**config.mk**
```make
export PLATFORM = sky130hd
export DESIGN_NAME = pd1_pwr_seq_ctrl
export DESIGN_NICKNAME = d
export VERILOG_FILES = /design/src/rtl/pd_pwr_pkg.sv /design/src/rtl/pd_step_timer.sv /design/src/rtl/pd1_pwr_seq_ctrl.sv
export SDC_FILE = /design/constraint.sdc
export NUM_CORES = 1
export LEC_CHECK = 0
export CAP_MARGIN = 15
export CORE_MARGIN = 1.5
export CORE_UTILIZATION = 58
export CTS_CLUSTER_SIZE = 12
export DETAILED_ROUTE_END_ITERATION = 8
export PLACE_DENSITY = 0.89
export REMOVE_ABC_BUFFERS = 1
export SLEW_MARGIN = 20
export SYNTH_ARGS = -nofsm -noshare
export SYNTH_HDL_FRONTEND = slang
export SYNTH_HIERARCHICAL = 1
export SYNTH_SLANG_ARGS = --single-unit
```
**constraint.sdc**
```tcl
create_clock -name i_aon_clk -period 8.4 [get_ports i_aon_clk]
set_input_delay 0.84 -clock i_aon_clk [delete_from_list [all_inputs] [get_ports i_aon_clk]]
set_output_delay 0.84 -clock i_aon_clk [all_outputs]
set_load 0.02 [all_outputs]
```
**src/rtl/pd_pwr_pkg.sv**
```systemverilog
// Shared types and constants for the PD1 power-state controller.
package pd_pwr_pkg;

  typedef enum logic [3:0] {
    ST_ON        = 4'd0,
    ST_SLP_REQ   = 4'd1,
    ST_CLK_OFF   = 4'd2,
    ST_ISO_ON    = 4'd3,
    ST_RET_ON    = 4'd4,
    ST_RST_ON    = 4'd5,
    ST_PWR_OFF   = 4'd6,
    ST_OFF       = 4'd7,
    ST_PWR_ON    = 4'd8,
    ST_RST_REL   = 4'd9,
    ST_RET_OFF   = 4'd10,
    ST_ISO_OFF   = 4'd11,
    ST_CLK_ON    = 4'd12,
    ST_RST_ON_CG = 4'd13,
    ST_CG_OFF    = 4'd14
  } state_e;

  // Output values with the domain fully on.
  localparam state_e RST_STATE      = ST_ON;
  localparam logic   RST_SLEEP_REQ  = 1'b0;
  localparam logic   RST_CLK_EN     = 1'b1;
  localparam logic   RST_ISO        = 1'b0;
  localparam logic   RST_RET        = 1'b0;
  localparam logic   RST_RSTN       = 1'b1;
  localparam logic   RST_PWR_ON_REQ = 1'b1;
  localparam logic   RST_PD_OFF     = 1'b0;
  localparam logic   RST_BUSY       = 1'b0;

  // Stable states are ON and the two sleep states; everything else is in flight.
  function automatic logic is_busy(state_e s);
    return !((s == ST_ON) || (s == ST_OFF) || (s == ST_CG_OFF));
  endfunction

  // Power-down steps during which a wake-up is remembered rather than acted on.
  function automatic logic is_wake_latch_state(state_e s);
    return (s inside {ST_CLK_OFF, ST_ISO_ON, ST_RET_ON, ST_RST_ON,
                      ST_PWR_OFF, ST_RST_ON_CG});
  endfunction

endpackage

```
**src/rtl/pd_step_timer.sv**
```systemverilog
// Step timer: loads (delay-1) with 0 treated as 1, counts down, flags zero.
module pd_step_timer #(
  parameter int DLY_W = 4
) (
  input  logic             i_aon_clk,
  input  logic             i_soc_pwr_on_rst,
  input  logic             i_load,
  input  logic [DLY_W-1:0] i_load_val,
  output logic             o_done
);

  localparam logic [DLY_W-1:0] ONE = DLY_W'(1);

  logic [DLY_W-1:0] r_cnt;
  logic [DLY_W-1:0] w_eff_dly;

  assign w_eff_dly = (i_load_val == '0) ? ONE : i_load_val;

  // Countdown register: reload on step entry, otherwise decrement to zero and hold.
  always_ff @(posedge i_aon_clk or posedge i_soc_pwr_on_rst) begin
    if (i_soc_pwr_on_rst) begin
      r_cnt <= '0;
    end else if (i_load) begin
      r_cnt <= w_eff_dly - ONE;
    end else if (r_cnt != '0) begin
      r_cnt <= r_cnt - ONE;
    end
  end

  // A timed step ends in the cycle the count reads zero.
  assign o_done = (r_cnt == '0);

endmodule

```
**src/rtl/pd1_pwr_seq_ctrl.sv**
```systemverilog
// Always-on power-state controller for PD1: sleep handshake and
// clock/isolation/retention/reset/power-switch sequencing.
module pd1_pwr_seq_ctrl
  import pd_pwr_pkg::*;
#(
  parameter int DLY_W = 4
) (
  input  logic             i_aon_clk,
  input  logic             i_soc_pwr_on_rst,
  input  logic             i_sw_sleep_req,
  input  logic             i_wakeup_evt,
  input  logic             i_pg_en,
  input  logic             i_ret_en,
  input  logic [DLY_W-1:0] i_pwr_off_seq_delay,
  input  logic [DLY_W-1:0] i_pwr_on_seq_delay,
  input  logic             i_hw_sleep_ack,
  input  logic             i_pwr_on_ack,
  output logic             o_sleep_req,
  output logic             o_clk_en,
  output logic             o_iso,
  output logic             o_ret,
  output logic             o_rstn,
  output logic             o_pwr_on_req,
  output logic             o_pd_off,
  output logic             o_busy,
  output logic [3:0]       o_state
);

  state_e           r_state, w_state_next;
  logic             r_sleep_req, w_sleep_req_next;
  logic             r_clk_en, w_clk_en_next;
  logic             r_iso, w_iso_next;
  logic             r_ret, w_ret_next;
  logic             r_rstn, w_rstn_next;
  logic             r_pwr_on_req, w_pwr_on_req_next;
  logic             r_pd_off, w_pd_off_next;
  logic             r_busy, w_busy_next;
  logic             r_wake_pend, w_wake_pend_next;
  logic [DLY_W-1:0] r_d_off, w_d_off_next;
  logic [DLY_W-1:0] r_d_on, w_d_on_next;
  logic             w_load;
  logic [DLY_W-1:0] w_load_val;
  logic             w_done;
  logic             w_wake;

  pd_step_timer #(.DLY_W(DLY_W)) u_step_timer (
    .i_aon_clk        (i_aon_clk),
    .i_soc_pwr_on_rst (i_soc_pwr_on_rst),
    .i_load           (w_load),
    .i_load_val       (w_load_val),
    .o_done           (w_done)
  );

  assign w_wake = i_wakeup_evt | r_wake_pend;

  // Next state and next output levels; outputs only change on state entry.
  always_comb begin
    w_state_next      = r_state;
    w_sleep_req_next  = r_sleep_req;
    w_clk_en_next     = r_clk_en;
    w_iso_next        = r_iso;
    w_ret_next        = r_ret;
    w_rstn_next       = r_rstn;
    w_pwr_on_req_next = r_pwr_on_req;
    w_pd_off_next     = r_pd_off;
    w_d_off_next      = r_d_off;
    w_d_on_next       = r_d_on;
    w_load            = 1'b0;
    w_load_val        = r_d_off;
    // A wake-up during power-down is held until the domain reaches OFF/CG_OFF.
    w_wake_pend_next  = r_wake_pend | (i_wakeup_evt & is_wake_latch_state(r_state));

    case (r_state)
      ST_ON: begin
        if (i_sw_sleep_req && !i_wakeup_evt) begin
          w_state_next     = ST_SLP_REQ;
          w_sleep_req_next = 1'b1;
          w_d_off_next     = i_pwr_off_seq_delay;
          w_d_on_next      = i_pwr_on_seq_delay;
        end
      end
      ST_SLP_REQ: begin
        // Abort wins over a simultaneous acknowledge.
        if (i_wakeup_evt || !i_sw_sleep_req) begin
          w_state_next     = ST_ON;
          w_sleep_req_next = 1'b0;
        end else if (i_hw_sleep_ack) begin
          w_state_next  = ST_CLK_OFF;
          w_clk_en_next = 1'b0;
          w_load        = 1'b1;
        end
      end
      ST_CLK_OFF: begin
        if (w_done) begin
          w_load = 1'b1;
          if (i_pg_en) begin
            w_state_next = ST_ISO_ON;
            w_iso_next   = 1'b1;
          end else begin
            w_state_next = ST_RST_ON_CG;
            w_rstn_next  = 1'b0;
          end
        end
      end
      ST_ISO_ON: begin
        if (w_done) begin
          w_state_next = ST_RET_ON;
          w_ret_next   = i_ret_en;
          w_load       = 1'b1;
        end
      end
      ST_RET_ON: begin
        if (w_done) begin
          w_state_next = ST_RST_ON;
          w_rstn_next  = 1'b0;
          w_load       = 1'b1;
        end
      end
      ST_RST_ON: begin
        if (w_done) begin
          w_state_next      = ST_PWR_OFF;
          w_pwr_on_req_next = 1'b0;
        end
      end
      ST_PWR_OFF: begin
        if (!i_pwr_on_ack) begin
          w_state_next  = ST_OFF;
          w_pd_off_next = 1'b1;
        end
      end
      ST_RST_ON_CG: begin
        if (w_done) begin
          w_state_next  = ST_CG_OFF;
          w_pd_off_next = 1'b1;
        end
      end
      ST_OFF: begin
        if (w_wake) begin
          w_state_next      = ST_PWR_ON;
          w_pwr_on_req_next = 1'b1;
          w_pd_off_next     = 1'b0;
          w_d_on_next       = i_pwr_on_seq_delay;
          w_wake_pend_next  = 1'b0;
        end
      end
      ST_CG_OFF: begin
        // Clock-gated sleep never dropped power, so go straight to reset release.
        if (w_wake) begin
          w_state_next     = ST_RST_REL;
          w_rstn_next      = 1'b1;
          w_pd_off_next    = 1'b0;
          w_d_on_next      = i_pwr_on_seq_delay;
          w_wake_pend_next = 1'b0;
          w_load           = 1'b1;
          w_load_val       = i_pwr_on_seq_delay;
        end
      end
      ST_PWR_ON: begin
        if (i_pwr_on_ack) begin
          w_state_next     = ST_RST_REL;
          w_rstn_next      = 1'b1;
          w_wake_pend_next = 1'b0;
          w_load           = 1'b1;
          w_load_val       = r_d_on;
        end
      end
      ST_RST_REL: begin
        if (w_done) begin
          w_state_next = ST_RET_OFF;
          w_ret_next   = 1'b0;
          w_load       = 1'b1;
          w_load_val   = r_d_on;
        end
      end
      ST_RET_OFF: begin
        if (w_done) begin
          w_state_next = ST_ISO_OFF;
          w_iso_next   = 1'b0;
          w_load       = 1'b1;
          w_load_val   = r_d_on;
        end
      end
      ST_ISO_OFF: begin
        if (w_done) begin
          w_state_next  = ST_CLK_ON;
          w_clk_en_next = 1'b1;
          w_load        = 1'b1;
          w_load_val    = r_d_on;
        end
      end
      ST_CLK_ON: begin
        if (w_done) begin
          w_state_next     = ST_ON;
          w_sleep_req_next = 1'b0;
        end
      end
      default: begin
        // Unused encoding: recover to the fully-on configuration.
        w_state_next      = RST_STATE;
        w_sleep_req_next  = RST_SLEEP_REQ;
        w_clk_en_next     = RST_CLK_EN;
        w_iso_next        = RST_ISO;
        w_ret_next        = RST_RET;
        w_rstn_next       = RST_RSTN;
        w_pwr_on_req_next = RST_PWR_ON_REQ;
        w_pd_off_next     = RST_PD_OFF;
        w_wake_pend_next  = 1'b0;
      end
    endcase

    w_busy_next = is_busy(w_state_next);
  end

  // State, output and latched-delay registers; reset forces the domain fully on at once.
  always_ff @(posedge i_aon_clk or posedge i_soc_pwr_on_rst) begin
    if (i_soc_pwr_on_rst) begin
      r_state      <= RST_STATE;
      r_sleep_req  <= RST_SLEEP_REQ;
      r_clk_en     <= RST_CLK_EN;
      r_iso        <= RST_ISO;
      r_ret        <= RST_RET;
      r_rstn       <= RST_RSTN;
      r_pwr_on_req <= RST_PWR_ON_REQ;
      r_pd_off     <= RST_PD_OFF;
      r_busy       <= RST_BUSY;
      r_wake_pend  <= 1'b0;
      r_d_off      <= '0;
      r_d_on       <= '0;
    end else begin
      r_state      <= w_state_next;
      r_sleep_req  <= w_sleep_req_next;
      r_clk_en     <= w_clk_en_next;
      r_iso        <= w_iso_next;
      r_ret        <= w_ret_next;
      r_rstn       <= w_rstn_next;
      r_pwr_on_req <= w_pwr_on_req_next;
      r_pd_off     <= w_pd_off_next;
      r_busy       <= w_busy_next;
      r_wake_pend  <= w_wake_pend_next;
      r_d_off      <= w_d_off_next;
      r_d_on       <= w_d_on_next;
    end
  end

  assign o_sleep_req  = r_sleep_req;
  assign o_clk_en     = r_clk_en;
  assign o_iso        = r_iso;
  assign o_ret        = r_ret;
  assign o_rstn       = r_rstn;
  assign o_pwr_on_req = r_pwr_on_req;
  assign o_pd_off     = r_pd_off;
  assign o_busy       = r_busy;
  assign o_state      = r_state;

endmodule

```
After elaboration in Yosys (flattened, before gate mapping)
Cells that the tools add are included.
Storage, ports and cells
  register bits: 25
  bits in latches: 0
  RAM bits: 0
  ROM bits: 0
  bits of input ports: 16
  output and inout bits: 12
  word-level logic and storage cells: 155
  memories: 0
Cells by class
  add/subtract/negate cells: 2
  multipliers: 0
  divide/modulo/power cells: 0
  $lt $le $gt $ge: 0
  equality and inequality tests: 36
  shift operators: 0
  multiplexer cells: 59
  bitwise gates (word level): 10
  reductions and logical operators: 35
Operator list (count)
  $mux 4: 25
  $pmux 4 s15: 1
  $reduce_or 13->1: 4
  $eq 4x4->1 const B: 8
  $reduce_or 12->1: 2
  $mux 1: 22
  $reduce_or 11->1: 2
  $eq 4x3->1 const B: 5
  $ne 2x1->1 const B: 10
  $ne 2x2->1 const B: 10
  $logic_not 4->1: 4
  $reduce_and 4->1: 4
  $pmux 1 s3: 5
  $pmux 1 s4: 3
  $pmux 4 s3: 1
  $reduce_and 3->1: 3
  $eq 4x2->1 const B: 2
  $pmux 4 s2: 1
  $sub 4x1->4 const B: 2
  $not 1->1: 7
  $reduce_and 6->1: 1
  $reduce_bool 6->1: 1
  $reduce_or 6->1: 1
  $pmux 1 s5: 1
  11 further kinds: 17

Longest topological paths before layout
Gate-level depths: netlist of run 1.
  word-level depth: 8
  mapped depth: 13
  gate-level depth less buffers: 11

By module
Netlist of run 1, hierarchy kept.
Modules (own cells, without submodules)
  pd1_pwr_seq_ctrl: times used 1, cells each 178, area each 1575.3 sq um, seq. area each 529.3 sq um
  pd_step_timer: times used 1, cells each 21, area each 235.2 sq um, seq. area each 100.1 sq um

Least setup slack after synthesis of run 1
No wires, ideal clock.
  kind: input port to flip-flop
  from: input i_wakeup_evt
  to: register u_step_timer.r_cnt[2]
  setup time: 74 ps
  arrival time: 2779 ps
  required time: 8326 ps
  slack: 5547 ps
  stages: 12
  buffers on the path: 1
  cell sequence: buf_6 -> nor2_1 -> o31ai_4 -> o211ai_2 -> a222oi_1 -> inv_1 -> nor3_1 -> o22ai_1 -> ha_1 -> xnor2_1 -> or3_1 -> o21ai_2
Between the ends
  cells in the longest elaborated chain, start to end: 7
  elaborated cells on any way between the ends: 12
  those cells by class: 1 x add/sub; 7 x mux; 1 x bitwise; 3 x reduce/logical
Ends and longest elaborated chain
  from (decl): RTL line pd1_pwr_seq_ctrl.sv:11  | input logic i_wakeup_evt,
  $or 1x1->1 (*): RTL line pd1_pwr_seq_ctrl.sv:54  | assign w_wake = i_wakeup_evt | r_wake_pend;
  $mux 4 (*): RTL line pd1_pwr_seq_ctrl.sv:148  | if (w_wake) begin
  $pmux 4 s3 (*): RTL line pd1_pwr_seq_ctrl.sv:73  | case (r_state)
  net w_load_val[1]: RTL line pd1_pwr_seq_ctrl.sv:42  | logic [DLY_W-1:0] w_load_val;
  $logic_not 4->1: RTL line pd_step_timer.sv:17  | assign w_eff_dly = (i_load_val == '0) ? ONE : i_load_val;
  $mux 4 (*): RTL line pd_step_timer.sv:17
  $sub 4x1->4 (*): RTL line pd_step_timer.sv:24  | r_cnt <= w_eff_dly - ONE;
  $mux 4 (*): RTL line pd_step_timer.sv:23  | end else if (i_load) begin
  to (signal assigned): RTL line pd_step_timer.sv:24
  to (signal assigned): RTL line pd_step_timer.sv:26  | r_cnt <= r_cnt - ONE;
  to (decl): RTL line pd_step_timer.sv:14  | logic [DLY_W-1:0] r_cnt;
Mark *: on every way through the listed nets, which the timed path passes. The rest lies on a longest branch.
A chain may end at the register's enable or synchronous reset.

Worst setup path after layout of run 1
Ends and elaborated chain as after synthesis.

==> results.json, run 1 <==
{
  "timing.final.setup_violations": 0,
  "layout-drive-gt1-share": 0.150,
  "drt_first_iter_violations": 136,
  "sequential_fraction_of_the_synthesis_area": 0.348,
  "crit_path_max_fanout": 9,
  "setup_ws_ps": 5010,
  "total_design_power_uw": 874,
  "post-dp-hpwl_mm": 2.87,
  "io_buffers": 27,
  "timing.setup.tns_ps": 0,
  "final-hold-violation-count": 0,
  "drv_cap": 0,
  "cp_num_buf_inv": 2,
  "synth-async-reset-ratio": 1.00,
  "synthCells": 199,
  "worst_pin_slew_ps": 827,
  "power.leakage_uw": 0.000833,
  "finalWeightedCongestion": 0.858,
  "p_sw_uw": 422,
  "synth-warning-count": 6,
  "rows": 20,
  "cts_sinks": 25,
  "crit_required_ps": 8670,
  "synth.avg_cell_area_um2": 9.10,
  "cell_internal_pwr_uw": 452,
  "area_growth_syn_to_layout_pct": 14.9,
  "first_global_vias": 1390,
  "cts.repair_timing.setup_buffer_count": 0,
  "dieHeight_um": 58.9,
  "cts-root-to-sink-buffers": 2,
  "setup.worst_path.start_class": "input pin",
  "p_clk_frac": 0.066,
  "clock_pin_slew_worst_setup_and_hold_paths_ps": 160,
  "layout_worst_path_cycle_share": 0.404,
  "holdCritPathClass": "flip-flop to flip-flop",
  "routed_wl_mm": 4.11,
  "max_clock_freq_mhz": 295,
  "synth-edff-count": 0,
  "final.min_clock_period_ps": 3390,
  "cell_breakdown_of_the_critical_path": "clkdlybuf4s50_1 -> nor2_1 -> o31ai_4 -> o211ai_2 -> a222oi_1 -> inv_1 -> nor3_1 -> o22ai_1 -> ha_1 -> xnor2_1 -> or3_1 -> o21ai_2",
  "crit_path_end_kind": "flip-flop",
  "synth_seq_cells": 25,
  "floorplan.die_area_um2": 3470,
  "grt_usage": 0.242,
  "cts_hold_buf": 0,
  "clock_skew_ps": 15.9,
  "ys_dominant_reg_cell": "dfrtp_1",
  "grt.overflow.total": 0,
  "netlist_area_um2": 1810,
  "irDropWorstVdd_uv": 172,
  "grt_max_degree": 37,
  "sequential_share_of_power": 0.248,
  "initial_antenna_violation_count": 0,
  "timing.critical_path.slowest_cell_delay_ps": 640,
  "tritoncts": "built",
  "total_cts_buffers": 3,
  "utilization_after_layout": 0.693,
  "slew_violations": 0,
  "root_buffer_cell": "clkbuf_4",
  "powerDensity_nw_per_um2": 420,
  "critPathTopFamily": "compound AO/OA/AOI/OAI gates",
  "worst_path_max_delay_cell": "clkdlybuf4s50_1",
  "headroom_to_the_max_slew_limit": 0.448,
  "cts_max_level": 1,
  "drt_drc_violations_left": 0,
  "comb_power_share": 0.686,
  "synth.distinct_cells": 55,
  "holdWs_ps": 498,
  "insertion_delay_ps": 340,
  "setup.worst_path.class": "input pin to flip-flop",
  "routedWlPerCell_um": 16.3,
  "detailroute.via_count": 1691,
  "die-width_um": 58.9,
  "post_cts_resize_count": 0,
  "floorplan.initialDensity": 0.603,
  "power.share.switching": 0.483,
  "final_nets": 238,
  "cp.arrival_ps": 3660,
  "pre_cts_ws_ps": 4750,
  "antenna_cells_inserted": 0,
  "status": "finished clean",
  "unrepaired_setup_endpoints_after_global_routing": "no",
  "design.core.area_um2": 3000,
  "drt-vias-per-instance": 6.68,
  "drt.antenna.violating_nets": 0,
  "firstDrtPassIters": 8,
  "grt_first_pass_wirelength_mm": 6.53,
  "io_pins": 28
}
[cell usage in the layout, fill, tap and decap left out, types with 5 or more instances in the layout]
| cell | n |
|---|---|
| a21oi_1 | 9 |
| buf_4 | 5 |
| clkdlybuf4s50_1 | 27 |
| dfrtp_1 | 22 |
| inv_1 | 11 |
| mux2_2 | 8 |
| nand2_1 | 16 |
| nand2b_1 | 5 |
| nand3_1 | 6 |
| nor2_1 | 12 |
| nor3_1 | 7 |
| o21ai_0 | 13 |
| o31ai_1 | 5 |
[stage by stage]
stage | std cells | cell area (um^2)
detailed placement | 249 | 2050
global route | 253 | 2080
CTS | 253 | 2080
floorplan | 184 | 1700
finish | 253 | 2080
global placement | 249 | 2050
[worst min-delay path: cells and delay by family (launching register included)]
kind            cells  cell delay (ps)
compound gates      1               60
simple gates        1               40
flops               1              370
[power groups by stage]
stage,registers [uW],clock network [uW],logic [uW]
after CTS,216,58.7,593
final,216,57.9,600
after global placement,217,0,573
after floorplan,296,0,345
after detailed placement,218,0,591
after global routing,221,65.0,655
[flip-flops by register name, summed over array words and instances (netlist names)]
register and count:
r_wake_pend 1, o_iso 1, o_state 4, o_pwr_on_req 1, o_sleep_req 1, u_step_timer/r_cnt 4, o_pd_off 1, o_ret 1
o_busy 1, r_d_on 4, o_clk_en 1, r_d_off 4, o_rstn 1
[logic make-up (layout without fill, tap and decap cells)]
family | count (synthesis) | after routing | synth area share
AO/OA/AOI/OAI | 62 | 62 | 0.254
flip-flops | 25 | 25 | 0.348
XOR/XNOR | 6 | 6 | 0.0290
adder cells (fa/ha/maj) | 1 | 1 | 0.00691
multiplexers | 11 | 11 | 0.0691
AND/OR/NAND/NOR | 67 | 67 | 0.208
buffers and inverters | 27 | 48 | 0.0857
[layout make-up]
cell class                 count  area, um^2
clock inverter                 1        7.51
timing repair buffer          32         308
sequential                    25         629
fill                         239         923
multi-input combinational    147        1030
tap                           33        41.3
clock buffer                   3        22.5
inverter                      12        45.0
[per-layer routing]
layer  wire length, um  share of wire  track usage  up-vias
li1                  -              -            -      795
met1              1770           0.43        0.365      788
met2              1940           0.47        0.365      100
met3               330          0.080       0.0198        8
met4                70          0.017       0.0779        0
met5                 0              0            0        -
[cells in the mapped netlist, types with 5 or more instances]
cell type   n  area share
o21ai_0    13       0.036
nand3_1     6       0.017
o31ai_1     5       0.021
inv_1      11       0.023
a21oi_1     9       0.025
dfrtp_1    22        0.30
buf_2       7       0.019
nor3_1      7       0.019
nor2_1     12       0.025
nand2b_1    5       0.017
nand2_1    16       0.033
mux2_2      8       0.050
[path summary, 6_finish.rpt]
check                            startpoint                    end  slack, ps  cells after the start
hold / removal                        o_ret                  o_ret        500                      2
setup reg to reg                 o_state[0]  u_step_timer/r_cnt[2]       5390                     12
setup / recovery               i_wakeup_evt  u_step_timer/r_cnt[2]       5010                     12
min in group asynchronous  i_soc_pwr_on_rst  u_step_timer/r_cnt[3]        700                      2
hold reg to reg                       o_ret                  o_ret        500                      2
max in group asynchronous  i_soc_pwr_on_rst              r_d_on[0]       6910                      2
Power figures use the tool's default switching activity.
==> inputs of run 2 (changes only) <==
CORE_UTILIZATION = 54   (was 58)
PLACE_DENSITY = 0.84   (was 0.89)
clock period = 3.3 ns   (was 8.4 ns; I/O delays follow)
==> run 2 against run 1 <==
First-iteration DRC count increased by 2.9%. Via count increased by 0.24%. Critical path depth shrank 1. Sequential power rose to 2.7 times the previous value. Register-to-register slack got worse by 4900 ps. Hold slack worse by 310 ps. Setup slack got worse by 4500 ps. Critical path type is now flip-flop to flip-flop. Clock skew fell by 7.4 ps. Power rose to 2.6 times the previous value. Largest power group unchanged. Largest cell class unchanged. Sequential share of layout area is 0.31 points lower. Combinational power grew to 2.5 times the previous value.
==> results.json, run 2 (synthesized netlist as in run 1, its figures left out) <==
{
  "grt.overflow.total": 0,
  "highest_count_cells_in_the_layout_ignoring_fill_and_taps": "27 x clkdlybuf4s50_1, 22 x dfrtp_1, 16 x nand2_1",
  "clock_skew_ps": 8.52,
  "power.leakage_uw": 0.000838,
  "crit_required_ps": 3570,
  "io_buffers": 27,
  "floorplan.die_area_um2": 3710,
  "grt_usage": 0.272,
  "worst_pin_slew_ps": 859,
  "irDropWorstVdd_uv": 585,
  "design.core.area_um2": 3130,
  "post-dp-hpwl_mm": 3.17,
  "antenna_cells_inserted": 0,
  "timing.setup.tns_ps": 0,
  "cell_breakdown_of_the_critical_path": "nor4_4 -> mux2_4 -> o211ai_2 -> a222oi_1 -> inv_1 -> nor3_1 -> o22ai_1 -> ha_1 -> xnor2_1 -> or3_1 -> o21ai_2",
  "clock_pin_slew_worst_setup_and_hold_paths_ps": 150,
  "cts-root-to-sink-buffers": 2,
  "final-hold-violation-count": 0,
  "timing.critical_path.slowest_cell_delay_ps": 450,
  "setup.worst_path.start_class": "flip-flop",
  "die-width_um": 60.9,
  "cts_sinks": 25,
  "grt_first_pass_wirelength_mm": 7.58,
  "firstDrtPassIters": 5,
  "r2r_setup_slack_ps": 490,
  "powerDensity_nw_per_um2": 1070,
  "cts.repair_timing.setup_buffer_count": 0,
  "critPathLaunch": "u_step_timer/r_cnt[0]",
  "tritoncts": "built",
  "layout.cells.most_common": "clkdlybuf4s50_1",
  "place_area_um2": 2070,
  "slew_violations": 0,
  "holdCritPathClass": "input pin to async pin",
  "cell_internal_pwr_uw": 1150,
  "p_clk_frac": 0.066,
  "drt_drc_violations_left": 0,
  "drv_cap": 0,
  "finalWeightedCongestion": 0.861,
  "sequential_share_of_power": 0.261,
  "crit_path_max_fanout": 4,
  "area_growth_syn_to_layout_pct": 16.0,
  "final.min_clock_period_ps": 2810,
  "setup_ws_ps": 494,
  "cts_max_level": 1,
  "worst_path_max_delay_cell": "dfrtp_1",
  "layout_worst_path_cycle_share": 0.850,
  "beginning_of_the_worst_register_to_register_path": "u_step_timer/r_cnt[0]",
  "power.share.switching": 0.488,
  "pre_cts_ws_ps": 372,
  "cp.arrival_ps": 3070,
  "insertion_delay_ps": 330,
  "first_global_vias": 1579,
  "dieHeight_um": 60.9,
  "root_buffer_cell": "clkbuf_4",
  "max_clock_freq_mhz": 356,
  "final_nets": 239,
  "total_cts_buffers": 3,
  "fillerInstances": 278,
  "status": "finished clean",
  "drt-vias-per-instance": 6.40,
  "critical_register_to_register_path_endpoint": "u_step_timer/r_cnt[2]",
  "layout.cell_area.non_filler_um2": 2100,
  "grt_max_degree": 35,
  "crit_path_end_kind": "flip-flop",
  "floorplan.initialDensity": 0.579,
  "post_cts_resize_count": 0,
  "headroom_to_the_max_slew_limit": 0.427,
  "routed_wl_mm": 4.47,
  "comb_power_share": 0.673,
  "drt.antenna.violating_nets": 0,
  "p_sw_uw": 1100,
  "timing.final.setup_violations": 0,
  "total_design_power_uw": 2250,
  "setup.worst_path.class": "flip-flop to flip-flop",
  "detailroute.via_count": 1695,
  "rows": 20,
  "unrepaired_setup_endpoints_after_global_routing": "no",
  "initial_antenna_violation_count": 0,
  "layout-drive-gt1-share": 0.154,
  "drt_first_iter_violations": 140,
  "routedWlPerCell_um": 16.9,
  "cts_hold_buf": 0,
  "worst_r2r_path_depth": 11,
  "io_pins": 28
}
[run 2: cell types whose count changed in the layout (fill, tap and decap cells not counted)]
cell	previous run	this run
buf_4	5	6
[run 2: stage by stage]
step           utilization  cells  hold WS, ps
2_1_floorplan            -    184         96.1
5_1_grt              0.672    265          182
6_report             0.672    265          193
4_1_cts              0.672    265          189
3_3_place_gp         0.662    261          463
3_5_place_dp         0.662    261          490
[run 2: final cells by class]
type | instances | area (um^2) | area share
inverter | 12 | 45.0 | 0.0214
sequential | 25 | 629 | 0.300
clock inverter | 1 | 7.51 | 0.00357
clock buffer | 3 | 22.5 | 0.0107
multi-input combinational | 147 | 1030 | 0.488
timing repair buffer | 33 | 315 | 0.150
tap | 44 | 55.1 | 0.0262
[run 2: worst max-delay path by stage]
| stage | endpoint | slack [ps] | cells past startpoint |
|---|---|---|---|
| after floorplan | u_step_timer/r_cnt[2] | 270 | 11 |
| after global placement | u_step_timer/r_cnt[2] | 460 | 12 |
| after detailed placement | u_step_timer/r_cnt[2] | 370 | 12 |
| after CTS | u_step_timer/r_cnt[2] | 520 | 11 |
| after global routing | u_step_timer/r_cnt[2] | 280 | 11 |
| final | u_step_timer/r_cnt[2] | 490 | 11 |
[run 2: critical path, delay by kind of cell, from the launching register on]
family | cells | cell delay, ps
and+or+nand+nor | 3 | 900
AOI/OAI and AO/OA | 4 | 670
DFF | 1 | 450
adders and majority gates | 1 | 250
muxes | 1 | 230
xor gates and xnor gates | 1 | 120
buffers and inverters | 1 | 110
[run 2: power by group through the flow]
stage	combinational [uW]	sequential, uW	clock [uW]
after floorplan	878	755	0
after global placement	1430	585	0
after detailed placement	1490	592	0
after CTS	1490	586	152
after global routing	1660	604	168
final	1510	588	148
[run 2: metal layers]
metal / global-route usage / up-vias / wire [um]
met3: 0.0490 / 6 / 409
met2: 0.416 / 92 / 2090
met4: 0.0901 / 0 / 65
met5: 0 / - / 0
li1: - / 788 / -
met1: 0.390 / 809 / 1910
